`src/rtl/stage_ex_pkg.sv`:
```
// Shared CPU definitions: operation and result-class encodings used by decode and execute,
// plus the divider state type.
package stage_ex_pkg;

  localparam logic [7:0] EXE_AND_OP  = 8'b00100100;
  localparam logic [7:0] EXE_OR_OP   = 8'b00100101;
  localparam logic [7:0] EXE_XOR_OP  = 8'b00100110;
  localparam logic [7:0] EXE_NOR_OP  = 8'b00100111;
  localparam logic [7:0] EXE_SLL_OP  = 8'b01111100;
  localparam logic [7:0] EXE_SRL_OP  = 8'b00000010;
  localparam logic [7:0] EXE_SRA_OP  = 8'b00000011;
  localparam logic [7:0] EXE_ADDU_OP = 8'b00100001;
  localparam logic [7:0] EXE_SUBU_OP = 8'b00100011;
  localparam logic [7:0] EXE_SLT_OP  = 8'b00101010;
  localparam logic [7:0] EXE_MFHI_OP = 8'b00010000;
  localparam logic [7:0] EXE_MFLO_OP = 8'b00010010;
  localparam logic [7:0] EXE_DIVU_OP = 8'b00011011;

  localparam logic [2:0] EXE_RES_NOP   = 3'b000;
  localparam logic [2:0] EXE_RES_LOGIC = 3'b001;
  localparam logic [2:0] EXE_RES_SHIFT = 3'b010;
  localparam logic [2:0] EXE_RES_MOVE  = 3'b011;
  localparam logic [2:0] EXE_RES_ARITH = 3'b100;

  typedef enum logic [1:0] {
    DIV_IDLE = 2'd0,
    DIV_BUSY = 2'd1,
    DIV_DONE = 2'd2
  } divState_e;

  // Classes 101..111 are unassigned; results of those must never reach the register file.
  function automatic logic isDefinedSel(input logic [2:0] sel);
    return (sel <= EXE_RES_ARITH);
  endfunction

endpackage

```
`src/rtl/stage_ex_if.sv`:
```
// Decode-to-execute bundle: operands and controls in, result, stall and HI/LO out.
interface stage_ex_if;
  logic [7:0]  aluop;
  logic [2:0]  alusel;
  logic [31:0] opv1;
  logic [31:0] opv2;
  logic        we;
  logic [4:0]  waddr;
  logic        ex_we;
  logic [4:0]  ex_waddr;
  logic [31:0] ex_wdata;
  logic        stall_req;
  logic [31:0] hi;
  logic [31:0] lo;

  modport master (
    output aluop, alusel, opv1, opv2, we, waddr,
    input  ex_we, ex_waddr, ex_wdata, stall_req, hi, lo
  );

  modport slave (
    input  aluop, alusel, opv1, opv2, we, waddr,
    output ex_we, ex_waddr, ex_wdata, stall_req, hi, lo
  );
endinterface

```
`src/rtl/stage_ex_divu_iter.sv`:
```
// Iterative restoring unsigned divider: one quotient bit per cycle, divide-by-zero
// short-circuits straight to DONE with quotient all-ones and remainder = dividend.
module divu_iter
  import stage_ex_pkg::*;
(
  input  logic        clk,
  input  logic        rst,
  input  logic        start,
  input  logic [31:0] dividend,
  input  logic [31:0] divisor,
  output logic        busy,
  output logic        done,
  output logic [31:0] quotient,
  output logic [31:0] remainder
);

  divState_e   state_q;
  logic [4:0]  count_q;
  logic [31:0] quot_q;
  logic [31:0] rem_q;
  logic [31:0] divisor_q;
  logic        busy_q;
  logic        done_q;

  logic [32:0] shifted;
  logic [31:0] trial;
  logic        fits;

  // The shifted partial remainder can reach 33 bits; the difference always fits in 32.
  always_comb begin
    shifted = {rem_q, quot_q[31]};
    fits    = (shifted >= {1'b0, divisor_q});
    trial   = shifted[31:0] - divisor_q;
  end

  always_ff @(posedge clk) begin
    if (rst) begin
      state_q   <= DIV_IDLE;
      count_q   <= '0;
      quot_q    <= '0;
      rem_q     <= '0;
      divisor_q <= '0;
      busy_q    <= 1'b0;
      done_q    <= 1'b0;
    end else begin
      case (state_q)
        DIV_IDLE: begin
          if (start) begin
            divisor_q <= divisor;
            count_q   <= '0;
            if (divisor == '0) begin
              quot_q  <= '1;
              rem_q   <= dividend;
              state_q <= DIV_DONE;
              done_q  <= 1'b1;
            end else begin
              quot_q  <= dividend;
              rem_q   <= '0;
              state_q <= DIV_BUSY;
              busy_q  <= 1'b1;
            end
          end
        end
        DIV_BUSY: begin
          quot_q  <= {quot_q[30:0], fits};
          rem_q   <= fits ? trial : shifted[31:0];
          count_q <= count_q + 5'd1;
          if (count_q == 5'd31) begin
            state_q <= DIV_DONE;
            busy_q  <= 1'b0;
            done_q  <= 1'b1;
          end
        end
        // Always return to IDLE so a DIVU still held on the inputs cannot restart.
        DIV_DONE: begin
          state_q <= DIV_IDLE;
          done_q  <= 1'b0;
        end
        default: begin
          state_q <= DIV_IDLE;
          busy_q  <= 1'b0;
          done_q  <= 1'b0;
        end
      endcase
    end
  end

  assign busy      = busy_q;
  assign done      = done_q;
  assign quotient  = quot_q;
  assign remainder = rem_q;

endmodule

```
`src/rtl/stage_ex.sv`:
```
// Execute stage: combinational ALU result toward memory/forwarding, HI/LO registers
// and the iterative DIVU unit that stalls the pipeline while it works.
module stage_ex
  import stage_ex_pkg::*;
(
  input  logic     clk,
  input  logic     rst,
  stage_ex_if.slave exBus
);

  logic [31:0] hi_q, hi_d;
  logic [31:0] lo_q, lo_d;

  logic        divStart;
  logic        divBusy;
  logic        divDone;
  logic [31:0] divQuot;
  logic [31:0] divRem;

  logic [4:0]  shamt;
  logic [31:0] logicRes;
  logic [31:0] shiftRes;
  logic [31:0] arithRes;
  logic [31:0] moveRes;
  logic [31:0] aluRes;

  assign divStart = (exBus.aluop == EXE_DIVU_OP);

  divu_iter uDivu (
    .clk       (clk),
    .rst       (rst),
    .start     (divStart),
    .dividend  (exBus.opv1),
    .divisor   (exBus.opv2),
    .busy      (divBusy),
    .done      (divDone),
    .quotient  (divQuot),
    .remainder (divRem)
  );

  // The issue cycle of a DIVU stalls combinationally; DONE releases the pipeline.
  assign exBus.stall_req = !rst && (divBusy || (divStart && !divDone));

  always_comb begin
    hi_d = hi_q;
    lo_d = lo_q;
    if (divDone) begin
      hi_d = divRem;
      lo_d = divQuot;
    end
  end

  always_ff @(posedge clk) begin
    if (rst) begin
      hi_q <= '0;
      lo_q <= '0;
    end else begin
      hi_q <= hi_d;
      lo_q <= lo_d;
    end
  end

  assign shamt = exBus.opv1[4:0];

  always_comb begin
    logicRes = '0;
    case (exBus.aluop)
      EXE_OR_OP:  logicRes = exBus.opv1 | exBus.opv2;
      EXE_AND_OP: logicRes = exBus.opv1 & exBus.opv2;
      EXE_XOR_OP: logicRes = exBus.opv1 ^ exBus.opv2;
      EXE_NOR_OP: logicRes = ~(exBus.opv1 | exBus.opv2);
      default:    logicRes = '0;
    endcase
  end

  always_comb begin
    shiftRes = '0;
    case (exBus.aluop)
      EXE_SLL_OP: shiftRes = exBus.opv2 << shamt;
      EXE_SRL_OP: shiftRes = exBus.opv2 >> shamt;
      EXE_SRA_OP: shiftRes = $signed(exBus.opv2) >>> shamt;
      default:    shiftRes = '0;
    endcase
  end

  always_comb begin
    arithRes = '0;
    case (exBus.aluop)
      EXE_ADDU_OP: arithRes = exBus.opv1 + exBus.opv2;
      EXE_SUBU_OP: arithRes = exBus.opv1 - exBus.opv2;
      EXE_SLT_OP:  arithRes = {31'd0, ($signed(exBus.opv1) < $signed(exBus.opv2))};
      default:     arithRes = '0;
    endcase
  end

  always_comb begin
    moveRes = '0;
    case (exBus.aluop)
      EXE_MFHI_OP: moveRes = hi_q;
      EXE_MFLO_OP: moveRes = lo_q;
      default:     moveRes = '0;
    endcase
  end

  always_comb begin
    aluRes = '0;
    case (exBus.alusel)
      EXE_RES_LOGIC: aluRes = logicRes;
      EXE_RES_SHIFT: aluRes = shiftRes;
      EXE_RES_ARITH: aluRes = arithRes;
      EXE_RES_MOVE:  aluRes = moveRes;
      default:       aluRes = '0;
    endcase
  end

  assign exBus.ex_we    = !rst && exBus.we && isDefinedSel(exBus.alusel);
  assign exBus.ex_waddr = rst ? 5'd0 : exBus.waddr;
  assign exBus.ex_wdata = rst ? 32'd0 : aluRes;
  assign exBus.hi       = hi_q;
  assign exBus.lo       = lo_q;

endmodule

```
`src/flat_wrapper.sv`:
```
// flat-port wrapper written by rule: the top's interface ports become plain ports
module stage_ex_flat import stage_ex_pkg::*;
  (clk, rst, exBus_aluop, exBus_alusel, exBus_opv1, exBus_opv2, exBus_we, exBus_waddr, exBus_ex_we, exBus_ex_waddr, exBus_ex_wdata, exBus_stall_req, exBus_hi, exBus_lo);
  stage_ex_if exBus_i ();
  input  logic clk;
  input  logic rst;
  input wire logic [$bits(exBus_i.aluop)-1:0] exBus_aluop;
  input wire logic [$bits(exBus_i.alusel)-1:0] exBus_alusel;
  input wire logic [$bits(exBus_i.opv1)-1:0] exBus_opv1;
  input wire logic [$bits(exBus_i.opv2)-1:0] exBus_opv2;
  input wire logic [$bits(exBus_i.we)-1:0] exBus_we;
  input wire logic [$bits(exBus_i.waddr)-1:0] exBus_waddr;
  output wire logic [$bits(exBus_i.ex_we)-1:0] exBus_ex_we;
  output wire logic [$bits(exBus_i.ex_waddr)-1:0] exBus_ex_waddr;
  output wire logic [$bits(exBus_i.ex_wdata)-1:0] exBus_ex_wdata;
  output wire logic [$bits(exBus_i.stall_req)-1:0] exBus_stall_req;
  output wire logic [$bits(exBus_i.hi)-1:0] exBus_hi;
  output wire logic [$bits(exBus_i.lo)-1:0] exBus_lo;
  assign exBus_i.aluop = exBus_aluop;
  assign exBus_i.alusel = exBus_alusel;
  assign exBus_i.opv1 = exBus_opv1;
  assign exBus_i.opv2 = exBus_opv2;
  assign exBus_i.we = exBus_we;
  assign exBus_i.waddr = exBus_waddr;
  assign exBus_ex_we = exBus_i.ex_we;
  assign exBus_ex_waddr = exBus_i.ex_waddr;
  assign exBus_ex_wdata = exBus_i.ex_wdata;
  assign exBus_stall_req = exBus_i.stall_req;
  assign exBus_hi = exBus_i.hi;
  assign exBus_lo = exBus_i.lo;
  stage_ex u_core (.clk(clk), .rst(rst), .exBus(exBus_i));
endmodule
```
`config.mk`:
```
export PLATFORM = sky130hd
export DESIGN_NAME = stage_ex_flat
export DESIGN_NICKNAME = d
export VERILOG_FILES = /design/src/rtl/stage_ex_pkg.sv /design/src/rtl/stage_ex_if.sv /design/src/rtl/stage_ex_divu_iter.sv /design/src/rtl/stage_ex.sv /design/src/flat_wrapper.sv
export SDC_FILE = /design/constraint.sdc
export NUM_CORES = 1
export LEC_CHECK = 0
export BUFFER_PORTS_ARGS = -buffer_cell sky130_fd_sc_hd__buf_2
export CAP_MARGIN = 25
export CORE_MARGIN = 4
export CORE_UTILIZATION = 40
export DETAILED_ROUTE_END_ITERATION = 8
export PLACE_DENSITY = 0.67
export SKIP_LAST_GASP = 1
export SLEW_MARGIN = 20
export SYNTH_ARGS = -nofsm -noshare
export SYNTH_HDL_FRONTEND = slang
export SYNTH_SLANG_ARGS = --single-unit
```
`constraint.sdc`:
```
create_clock -name clk -period 9 [get_ports clk]
set_input_delay 1.35 -clock clk [delete_from_list [all_inputs] [get_ports clk]]
set_output_delay 1.35 -clock clk [all_outputs]
set_load 0.01 [all_outputs]
```
==> results.toml <==
[power_and_ir_drop]
leakage_nw = 8.12
vdd_drop_max_mv = 0.110
p_total_mw = 2.24
powerDensity_mw_per_mm2 = 114

[min_path]
holdPathStages = 2
hold_path.class = "flip-flop to flip-flop"

[global_routing]
grt_max_degree = 87
grt_overflow = 0
grt_pass1_vias = 18313
grt_antenna_before_repair = 4
grt_pass1_wl_mm = 116
track_usage_pct = 31.4

[floorplan]
initial_core_util_pct = 40.5
die_area_mm2 = 0.0482
num_rows = 77
coreArea_mm2 = 0.0442
die_h_um = 220
die_x_um = 220
io-pin-count = 186

[cts]
post_cts_buffers = 0
cts.sinks = 169
cts_tree = "built"
clkSlewWorstSetupHoldPaths_ns = 0.06
cts_resized = 0
cts_root_buf = "clkbuf_16"
numCtsBuffers = 17
cts_max_level = 4
clkLatencyLatePin_ns = 0.44
clockBufferDepth = 2
cts-hold-fix-buffers = 0

[finish]
stdcell_count = 3110
diodes = 0
area_delta_synth_final_pct = 9.99
layout_common_cells = "nor2_1, a21oi_1, nand2_1"
final_common_cell = "nor2_1"
final_util_pct = 44.6
drive_above_1_share_pct = 12.4
nFillCells = 4563
layout.nets = 2724

[timing]
max_slew_margin_pct = 30.5
setup_violations = 0
whs_ns = 0.453
finalHoldViolCount = 0
fin_crit_ns = 6.90
slew_viol_final = 0
worstMarginPinSlew_ns = 1.03
rsz0062_at_grt = "false"
fmax_ghz = 0.145
tns_ns = 0
fin_crit_sh_pct = 76.7
fin_worst_skew_ns = 0.0139

[synth]
yosys.area.top_type = "dfxtp_1"
synth-async-reset-ratio_pct = 0
synthesis.nets = 2681
synth-xor-area-share_pct = 4.40
synth_top_family_by_area = "compound AO/OA/AOI/OAI gates"
muxShareOfSynthArea_pct = 13.2
synth_compound_area_share_pct = 27.8
synth_area_per_cell_um2 = 7.28
yosysWarningCount = 0
synth-edff-count = 0
synth_adder_area_share_pct = 9.62
synthCells = 2462
ys.flop_type = "dfxtp_1"
yosys.area_share.simple_pct = 18.9
synth_area_leaders = "dfxtp_1, mux2i_1, ha_1, a21oi_1, nor2_1"
syn_area_mm2 = 0.0179
yosysSeqAreaShare_pct = 18.9
yosys.area.top_type_share_pct = 18.9
ys_ff_latch = 169
synth.distinct_cells = 95

[worst_setup_path]
slowest_stage = "buf_2"
path_cells = "buf_2, inv_1, ha_1, a211o_1, a211oi_1, o21ai_0, o211ai_1, o31ai_1, or2_1, a41oi_1, o221ai_1, xnor2_1, o22ai_1, buf_2"
cpPeakStageDelay_ns = 0.68
cp_max_fo = 49
required_ns = 7.65
crit_path_start_kind = "primary input"
cp.depth = 14
path_buf_inv = 3
reg2reg_depth = 13
setup.worst_path.end_class = "primary output"
path_common_cell = "buf_2"
crit_family = "compound AO/OA/AOI/OAI gates"
critPathKind = "primary input to primary output"
arrival_ns = 5.55

[detailed_routing]
remaining_drc_errors = 0
drt_iter0_markers = 2208
vias_per_cell = 6.37
antenna_left = 0
drt-met1-wl_mm = 33.0
num_vias = 19807
route.met3.wl_mm = 7.76
wl_per_cell_um = 25.3
routed_wl_mm = 78.8
top_layer_used = "met5"
dr.pass1.iters = 6
wl_met2_mm = 34.1

[placement]
dpl.cell_count = 3078
hpwlAfterDp_mm = 59.6
portBuffers = 185
place_congestion = 0.993

[status]
status = "finished, final reports clean"

[job]
drv_cap = 0
## path summary, 6_finish.rpt
kind,start,endpoint,slack (ns)
setup / recovery,exBus_opv1[4],exBus_ex_wdata[31],2.10
hold / removal,u_core.uDivu.divisor_q[7]$_SDFFE_PP0P_,u_core.uDivu.divisor_q[7]$_SDFFE_PP0P_,0.45
setup reg to reg,u_core.uDivu.quotient[31]$_SDFFE_PP0P_,u_core.uDivu.remainder[30]$_SDFFE_PP0P_,5.56
hold reg to reg,u_core.uDivu.divisor_q[7]$_SDFFE_PP0P_,u_core.uDivu.divisor_q[7]$_SDFFE_PP0P_,0.45
## synthesized netlist by cell type, types with 7 or more instances
cell,instances
nor2_1,301
a21oi_1,260
nand2_1,195
mux2i_1,185
dfxtp_1,169
o21ai_0,139
ha_1,133
clkbuf_1,129
inv_1,129
xnor2_1,78
o22ai_1,72
nor3_1,70
a211oi_1,50
a221oi_1,45
nand2b_1,36
buf_1,33
buf_2,26
nand3_1,25
o211ai_1,25
o21bai_1,25
a21o_1,20
a31oi_1,20
mux4_2,19
nor4_1,18
or3_1,18
nand4_1,17
o31ai_1,16
o221ai_1,15
a211o_1,13
o21ai_1,13
o21a_1,12
xor2_1,12
nor2b_1,10
and3_1,9
and2_1,8
mux2_2,7
## cell families after synthesis
logic type                 after synthesis
xor gates and xnor gates                90
and+or+nand+nor                        748
DFF                                    169
muxes                                  211
AOI/OAI and AO/OA                      783
adders and majority gates              136
buffers and inverters                  325
## worst reg2reg max path, cell delays in order (launching register included)
cell	delay, ns
dfxtp_1	0.42
inv_1	0.10
ha_1	0.21
fa_1	0.38
nor2b_1	0.20
o31a_1	0.21
o221ai_1	0.23
o211ai_1	0.44
o21ai_0	0.23
o21ai_1	0.27
a31oi_1	0.14
xnor2_1	0.15
mux2i_1	0.11
a211oi_1	0.26
## cell type report
class	instances	area (µm²)	share of cell area (%)
tap	592	741	3.76
clock inverter	13	155	0.787
sequential	169	3390	17.2
timing repair buffer	217	1180	5.99
multi-input combinational	1968	13300	67.5
clock buffer	19	453	2.30
inverter	132	495	2.51
## metal layers
layer / GRT usage, % / up-vias
met4: 13.1 / 6
li1: - / 9012
met2: 48.3 / 1031
met5: 0 / -
met1: 42.6 / 9553
met3: 6.70 / 205
## through the flow
stage	setup slack [ns]	area (µm²)
detailed placement	2.17	19100
global placement	2.21	19100
global route	1.87	19700
floorplan	3.22	17900
CTS	2.15	19700
finish	2.10	19700
## report_power, final
group          leakage, nW  switching (mW)  internal [mW]
clock                0.300           0.332          0.432
sequential            1.36         0.00236          0.749
combinational         6.46           0.475          0.250
total                 8.12           0.810           1.43
## flip-flops by register name, indices dropped and copies added (netlist names)
register / cells
u_core.uDivu.divisor_q: 32
u_core.uDivu.busy: 1
u_core.uDivu.count_q: 5
u_core.uDivu.state_q: 2
u_core.exBus.hi: 32
u_core.uDivu.remainder: 32
u_core.exBus.lo: 32
u_core.uDivu.quotient: 32
u_core.uDivu.done: 1
Power figures use the tool's default switching activity.
